### config.mk
export PLATFORM = sky130hd
export DESIGN_NAME = host_wire_bridge
export DESIGN_NICKNAME = d
export VERILOG_FILES = /design/src/rtl/host_wire_bridge_pkg.sv /design/src/rtl/bridge_fifo.sv /design/src/rtl/host_wire_bridge.sv
export SDC_FILE = /design/constraint.sdc
export NUM_CORES = 1
export LEC_CHECK = 0
export BUFFER_PORTS_ARGS = -buffer_cell sky130_fd_sc_hd__buf_2
export CORE_MARGIN = 1.5
export CORE_UTILIZATION = 51
export CTS_CLUSTER_SIZE = 14
export DETAILED_ROUTE_END_ITERATION = 16
export HOLD_SLACK_MARGIN = 0.02
export PLACE_DENSITY = 0.78
export SYNTH_ARGS = -nofsm -noshare
export SYNTH_HDL_FRONTEND = slang
export SYNTH_HIERARCHICAL = 1
export SYNTH_SLANG_ARGS = --single-unit
### constraint.sdc
create_clock -name clock -period 2.4 [get_ports clock]
set_input_delay 0.24 -clock clock [delete_from_list [all_inputs] [get_ports clock]]
set_output_delay 0.24 -clock clock [all_outputs]
set_load 0.05 [all_outputs]
### src/rtl/host_wire_bridge_pkg.sv
// Shared defaults and types for the host toggle-handshake to decoupled-stream bridge.
package host_wire_bridge_pkg;

  localparam int DATA_W_DEF = 16;
  localparam int DEPTH_DEF  = 4;
  localparam int CNT_W_DEF  = 32;

  typedef logic [DATA_W_DEF-1:0] data_t;

endpackage

### src/rtl/bridge_fifo.sv
// Synchronous valid/ready FIFO; full/empty come from an extra pointer MSB, no push bypass on full.
module bridge_fifo
  import host_wire_bridge_pkg::*;
#(
  parameter int DATA_W = DATA_W_DEF,
  parameter int DEPTH  = DEPTH_DEF
) (
  input  logic                     clock,
  input  logic                     reset,
  input  logic                     in_valid,
  output logic                     in_ready,
  input  logic [DATA_W-1:0]        in_data,
  output logic                     out_valid,
  input  logic                     out_ready,
  output logic [DATA_W-1:0]        out_data,
  output logic [$clog2(DEPTH):0]   level
);

  localparam int AW = $clog2(DEPTH);

  logic [DATA_W-1:0] mem [DEPTH];
  logic [AW:0]       wr_ptr;
  logic [AW:0]       rd_ptr;
  logic              full;
  logic              empty;
  logic              push;
  logic              pop;

  assign full      = (wr_ptr[AW] != rd_ptr[AW]) && (wr_ptr[AW-1:0] == rd_ptr[AW-1:0]);
  assign empty     = (wr_ptr == rd_ptr);
  assign in_ready  = !full;
  assign out_valid = !empty;
  assign out_data  = mem[rd_ptr[AW-1:0]];
  assign level     = wr_ptr - rd_ptr;
  assign push      = in_valid && !full;
  assign pop       = out_valid && out_ready;

  always_ff @(posedge clock or posedge reset) begin
    if (reset) begin
      wr_ptr <= '0;
      rd_ptr <= '0;
    end else begin
      if (push) wr_ptr <= wr_ptr + 1'b1;
      if (pop)  rd_ptr <= rd_ptr + 1'b1;
    end
  end

  // Storage needs no reset: an entry is only read after it has been written.
  always_ff @(posedge clock) begin
    if (push) mem[wr_ptr[AW-1:0]] <= in_data;
  end

endmodule

### src/rtl/host_wire_bridge.sv
// Bridges a host-side toggle handshake to decoupled emulator streams in both directions.
module host_wire_bridge
  import host_wire_bridge_pkg::*;
#(
  parameter int DATA_W = DATA_W_DEF,
  parameter int DEPTH  = DEPTH_DEF,
  parameter int CNT_W  = CNT_W_DEF
) (
  input  logic                    clock,
  input  logic                    reset,
  input  logic                    host_req_tog,
  input  logic [DATA_W-1:0]       host_req_data,
  output logic                    host_req_ack_tog,
  output logic                    host_rsp_tog,
  output logic [DATA_W-1:0]       host_rsp_data,
  input  logic                    host_rsp_ack_tog,
  output logic                    enq_valid,
  input  logic                    enq_ready,
  output logic [DATA_W-1:0]       enq_bits,
  input  logic                    deq_valid,
  output logic                    deq_ready,
  input  logic [DATA_W-1:0]       deq_bits,
  output logic [CNT_W-1:0]        req_count,
  output logic [CNT_W-1:0]        rsp_count,
  output logic [$clog2(DEPTH):0]  req_level,
  output logic [$clog2(DEPTH):0]  rsp_level
);

  logic              req_pending;
  logic              req_in_ready;
  logic              req_accept;
  logic              rsp_in_ready;
  logic              rsp_out_valid;
  logic [DATA_W-1:0] rsp_out_data;
  logic              rsp_idle;
  logic              rsp_present;

  assign req_pending = (host_req_tog != host_req_ack_tog);
  assign req_accept  = req_pending && req_in_ready;
  assign rsp_idle    = (host_rsp_tog == host_rsp_ack_tog);
  assign rsp_present = rsp_idle && rsp_out_valid;
  // Hold off the emulator for the whole reset window, not just until pointers clear.
  assign deq_ready   = rsp_in_ready && !reset;

  bridge_fifo #(
    .DATA_W(DATA_W),
    .DEPTH (DEPTH)
  ) u_req_fifo (
    .clock    (clock),
    .reset    (reset),
    .in_valid (req_pending),
    .in_ready (req_in_ready),
    .in_data  (host_req_data),
    .out_valid(enq_valid),
    .out_ready(enq_ready),
    .out_data (enq_bits),
    .level    (req_level)
  );

  bridge_fifo #(
    .DATA_W(DATA_W),
    .DEPTH (DEPTH)
  ) u_rsp_fifo (
    .clock    (clock),
    .reset    (reset),
    .in_valid (deq_valid),
    .in_ready (rsp_in_ready),
    .in_data  (deq_bits),
    .out_valid(rsp_out_valid),
    .out_ready(rsp_idle),
    .out_data (rsp_out_data),
    .level    (rsp_level)
  );

  always_ff @(posedge clock or posedge reset) begin
    if (reset) begin
      host_req_ack_tog <= 1'b0;
      req_count        <= '0;
    end else if (req_accept) begin
      host_req_ack_tog <= ~host_req_ack_tog;
      req_count        <= req_count + CNT_W'(1);
    end
  end

  // The presented word stays frozen until the host echoes the toggle back.
  always_ff @(posedge clock or posedge reset) begin
    if (reset) begin
      host_rsp_tog  <= 1'b0;
      host_rsp_data <= '0;
      rsp_count     <= '0;
    end else if (rsp_present) begin
      host_rsp_tog  <= ~host_rsp_tog;
      host_rsp_data <= rsp_out_data;
      rsp_count     <= rsp_count + CNT_W'(1);
    end
  end

endmodule

==> impl_metrics.csv <==
group,metric,value,unit
status,outcome,"complete, no violations",
synth,synthesis.nets,606,
synth,synth_flop_cell,"edfxtp_1",
worst_setup_path,r2r_slack,0.12,ns
detailed_routing,num_vias,5462,
worst_setup_path,cp.depth,5,
synth,synthCells,550,
detailed_routing,drtIter0Drc,274,
floorplanning,num_rows,49,
global_route,grt_max_degree,70,
worst_setup_path,crit_buf_inv,2,
worst_setup_path,cp_cell_sequence,"inv_1 -> ha_1 -> fa_1 -> xnor2_1 -> clkbuf_4",
pwr,p_per_area,1356,nW/µm²
finish,fillerInstances,1292,
clock_network,insertion_delay,0.49,ns
worst_setup_path,critPathMaxStageDelay,0.42,ns
detailed_routing,met2WireLength,9649,µm
worst_setup_path,reg2reg_from,"u_rsp_fifo/wr_ptr[0]$_DFFE_PP0P_",
timing,setup_viol,0,
timing,slew_headroom,0.4286,
synth,synth_edf_count,128,
clock_network,cts_inserted_buffers,23,
hold_path,hp-class,"in2reg",
detailed_routing,post_drt_wl_per_cell,18.55,µm
detailed_routing,drtAntennaViolNets,0,
synth,ys.warnings.count,6,
floorplanning,ioPinCount,144,
global_route,grt_usage,0.1963,
timing,drv_slew,0,
synth,syn_area,9280,µm²
global_route,antenna_found_initial,0,
timing,finalClockSkew,0.01078,ns
floorplanning,core-area,17900,µm²
detailed_routing,dr.pass1.iters,4,
timing,holdWs,0.03334,ns
worst_setup_path,critPathLaunchType,"flip-flop",
finish,diodes,0,
worst_setup_path,end_kind,"primary output",
synth,syn_avg_cell_area,16.87,µm²
timing,fmax,434.3,MHz
synth,async_reset_ff_frac,0.4234,
worst_setup_path,critical_path_arrival,2.06,ns
worst_setup_path,path_delay_family,"adder cells",
timing,fin_setup_tns,0,ns
timing,grt_setup_unrepaired,"no",
placed_design,place.port_buffers,143,
hold_path,whs_path_depth,2,
global_route,grt_overflow,0,
pwr,ir_worst_vdd,0.9866,mV
floorplanning,die_w,137.9,µm
floorplanning,initial_core_util,0.5184,
global_route,grt_first_pass_wirelength,28890,µm
placed_design,dp_hpwl,12120,µm
floorplanning,design.die.area,19020,µm²
synth,ys_ff_latch,222,
placed_design,dpl-instance-area,10310,µm²
worst_setup_path,r2r-end,"rsp_count[20]$_DFFE_PP0P_",
timing,period_minus_slack,2.302,ns
synth,synth_cell_type_count,36,
detailed_routing,top_layer_used,"met4",
worst_setup_path,worst_ep_required_time,2.16,ns
detailed_routing,vias_per_cell,5.462,
finish,final_core_util,0.6341,
detailed_routing,route.met3.wl,989,µm
clock_network,cts_tree,"done",
detailed_routing,wl,18550,µm
clock_network,htree_num_levels,1,
clock_network,cts.path.max_buffers,3,
clock_network,ctsRootBufferMaster,"clkbuf_16",
floorplanning,die_y,137.9,µm
clock_network,cts.sinks,222,
finish,finalInstanceArea,11350,µm²
finish,multi_input_area,2903,µm²
worst_setup_path,r2r_cells,8,
global_route,grt_pass1_vias,5638,
timing,final_hold_viol_count,0,
pwr,power,15.39,mW
worst_setup_path,startpoint,"u_rsp_fifo/wr_ptr[0]$_DFFE_PP0P_",
finish,fin_nets,812,
placed_design,gp_congestion,0.8237,
timing,min_period_over_period,0.9593,
worst_setup_path,critPathKind,"reg2out",
finish,regArea,6197,µm²
detailed_routing,wl_met1,7509,µm
worst_setup_path,crit_path_end,"rsp_level[2]",
clock_network,path_clk_slew,0.06,ns
detailed_routing,drc_errors,0,
synth,seq_area_frac_synth,0.6677,
timing,worstMarginPinSlew,0.8571,ns
finish,drive_above_1_share,0.2996,
worst_setup_path,slowest_stage,"dfrtp_1",
pwr,leakagePower,4.803,nW
flow_run,cap_violations,0,
worst_setup_path,worstPathMaxFanout,4,
finish,area_delta_synth_final,22.33,%
[state kept, by name (all words and copies together) (netlist names)]
| signal | count |
|---|---|
| host_rsp_tog | 1 |
| rsp_count | 32 |
| host_req_ack_tog | 1 |
| u_rsp_fifo/wr_ptr | 3 |
| u_rsp_fifo/mem | 64 |
| u_req_fifo/rd_ptr | 3 |
| req_count | 32 |
| host_rsp_data | 16 |
| u_rsp_fifo/rd_ptr | 3 |
| u_req_fifo/wr_ptr | 3 |
| u_req_fifo/mem | 64 |
[placed cells by master, fill, tap and decap left out, drive strengths merged, types with 23 or more instances in the layout]
cell type	netlist	final
nand2	26	26
dfrtp	94	94
nand3	25	25
buf	12	159
dlygate4sd3	0	34
mux4	32	32
inv	23	23
nand4	33	33
edfxtp	128	128
clkbuf	1	35
mux2	25	25
xnor2	64	64
[cell families after synthesis]
family / synth area share
DFF: 0.6677
and+or+nand+nor: 0.08683
xor gates and xnor gates: 0.07065
muxes: 0.1231
buffers and inverters: 0.02022
adders and majority gates: 0.02589
AOI/OAI and AO/OA: 0.005663
[worst min path at each step]
stage	slack [ns]	from	endpoint
final	0.03	host_req_tog	host_req_ack_tog$_DFFE_PP0P_
after global routing	0.03	host_req_tog	host_req_ack_tog$_DFFE_PP0P_
after CTS	0.02	host_req_tog	host_req_ack_tog$_DFFE_PP0P_
after detailed placement	0.22	reset	u_req_fifo/wr_ptr[2]$_DFFE_PP0P_
after global placement	0.22	reset	u_req_fifo/wr_ptr[2]$_DFFE_PP0P_
after floorplan	0.03	reset	u_req_fifo/rd_ptr[0]$_DFFE_PP0P_
[power breakdown]
group | internal (mW) | leakage [nW] | total [mW] | switching, mW
Sequential | 5.09 | 2.39 | 5.62 | 0.528
Combinational | 2.10 | 2.08 | 6.54 | 4.44
Clock | 1.86 | 0.336 | 3.23 | 1.38
[routing by layer]
metal  track usage  vias to the layer above
met4       0.05787                        0
met5             0                        -
met1        0.2361                     2760
met3       0.03326                       35
li1              -                     2507
met2        0.3615                      160
[stage by stage]
step	cells	worst slack, ns
floorplan	550	0.01618
global placement	924	0.1773
detailed placement	924	0.01099
CTS	998	0.007685
global route	1000	0.002817
finish	1000	0.09763
[synth_stat cells, drive strengths merged (9+ instances only)]
cell type | instances | share of area
edfxtp | 128 | 0.41
dfrtp | 94 | 0.25
xnor2 | 64 | 0.060
nand4 | 33 | 0.025
mux4 | 32 | 0.091
nand2 | 26 | 0.011
mux2 | 25 | 0.030
nand3 | 25 | 0.013
inv | 23 | 0.0093
and3 | 16 | 0.011
ha | 16 | 0.022
buf | 12 | 0.011
xor2 | 10 | 0.010
nor2 | 9 | 0.0039
[timing repair]
item / in CTS / in global routing
setup endpoints to repair: 0 / 11
hold buffers: 34 / 0
setup buffers: 0 / 2
gates resized for setup: 0 / 5
endpoints found under the hold margin: 154 / 0
[worst reg2reg max path: stages, from the launching register on]
cell	delay, ns
dfrtp_1	0.42
inv_1	0.12
ha_1	0.36
nand3_1	0.27
nand4_1	0.31
nor4_4	0.22
buf_4	0.20
nand4_1	0.12
xnor2_1	0.14
[area by class of cell]
class,instances,share of cell area
Tap cell,229,0.02524
Timing Repair Buffer,194,0.1058
Multi-Input combinational cell,292,0.2557
Clock inverter,6,0.002645
Inverter,23,0.007715
Clock buffer,34,0.05698
Sequential cell,222,0.5459
Power figures use the tool's default switching activity.
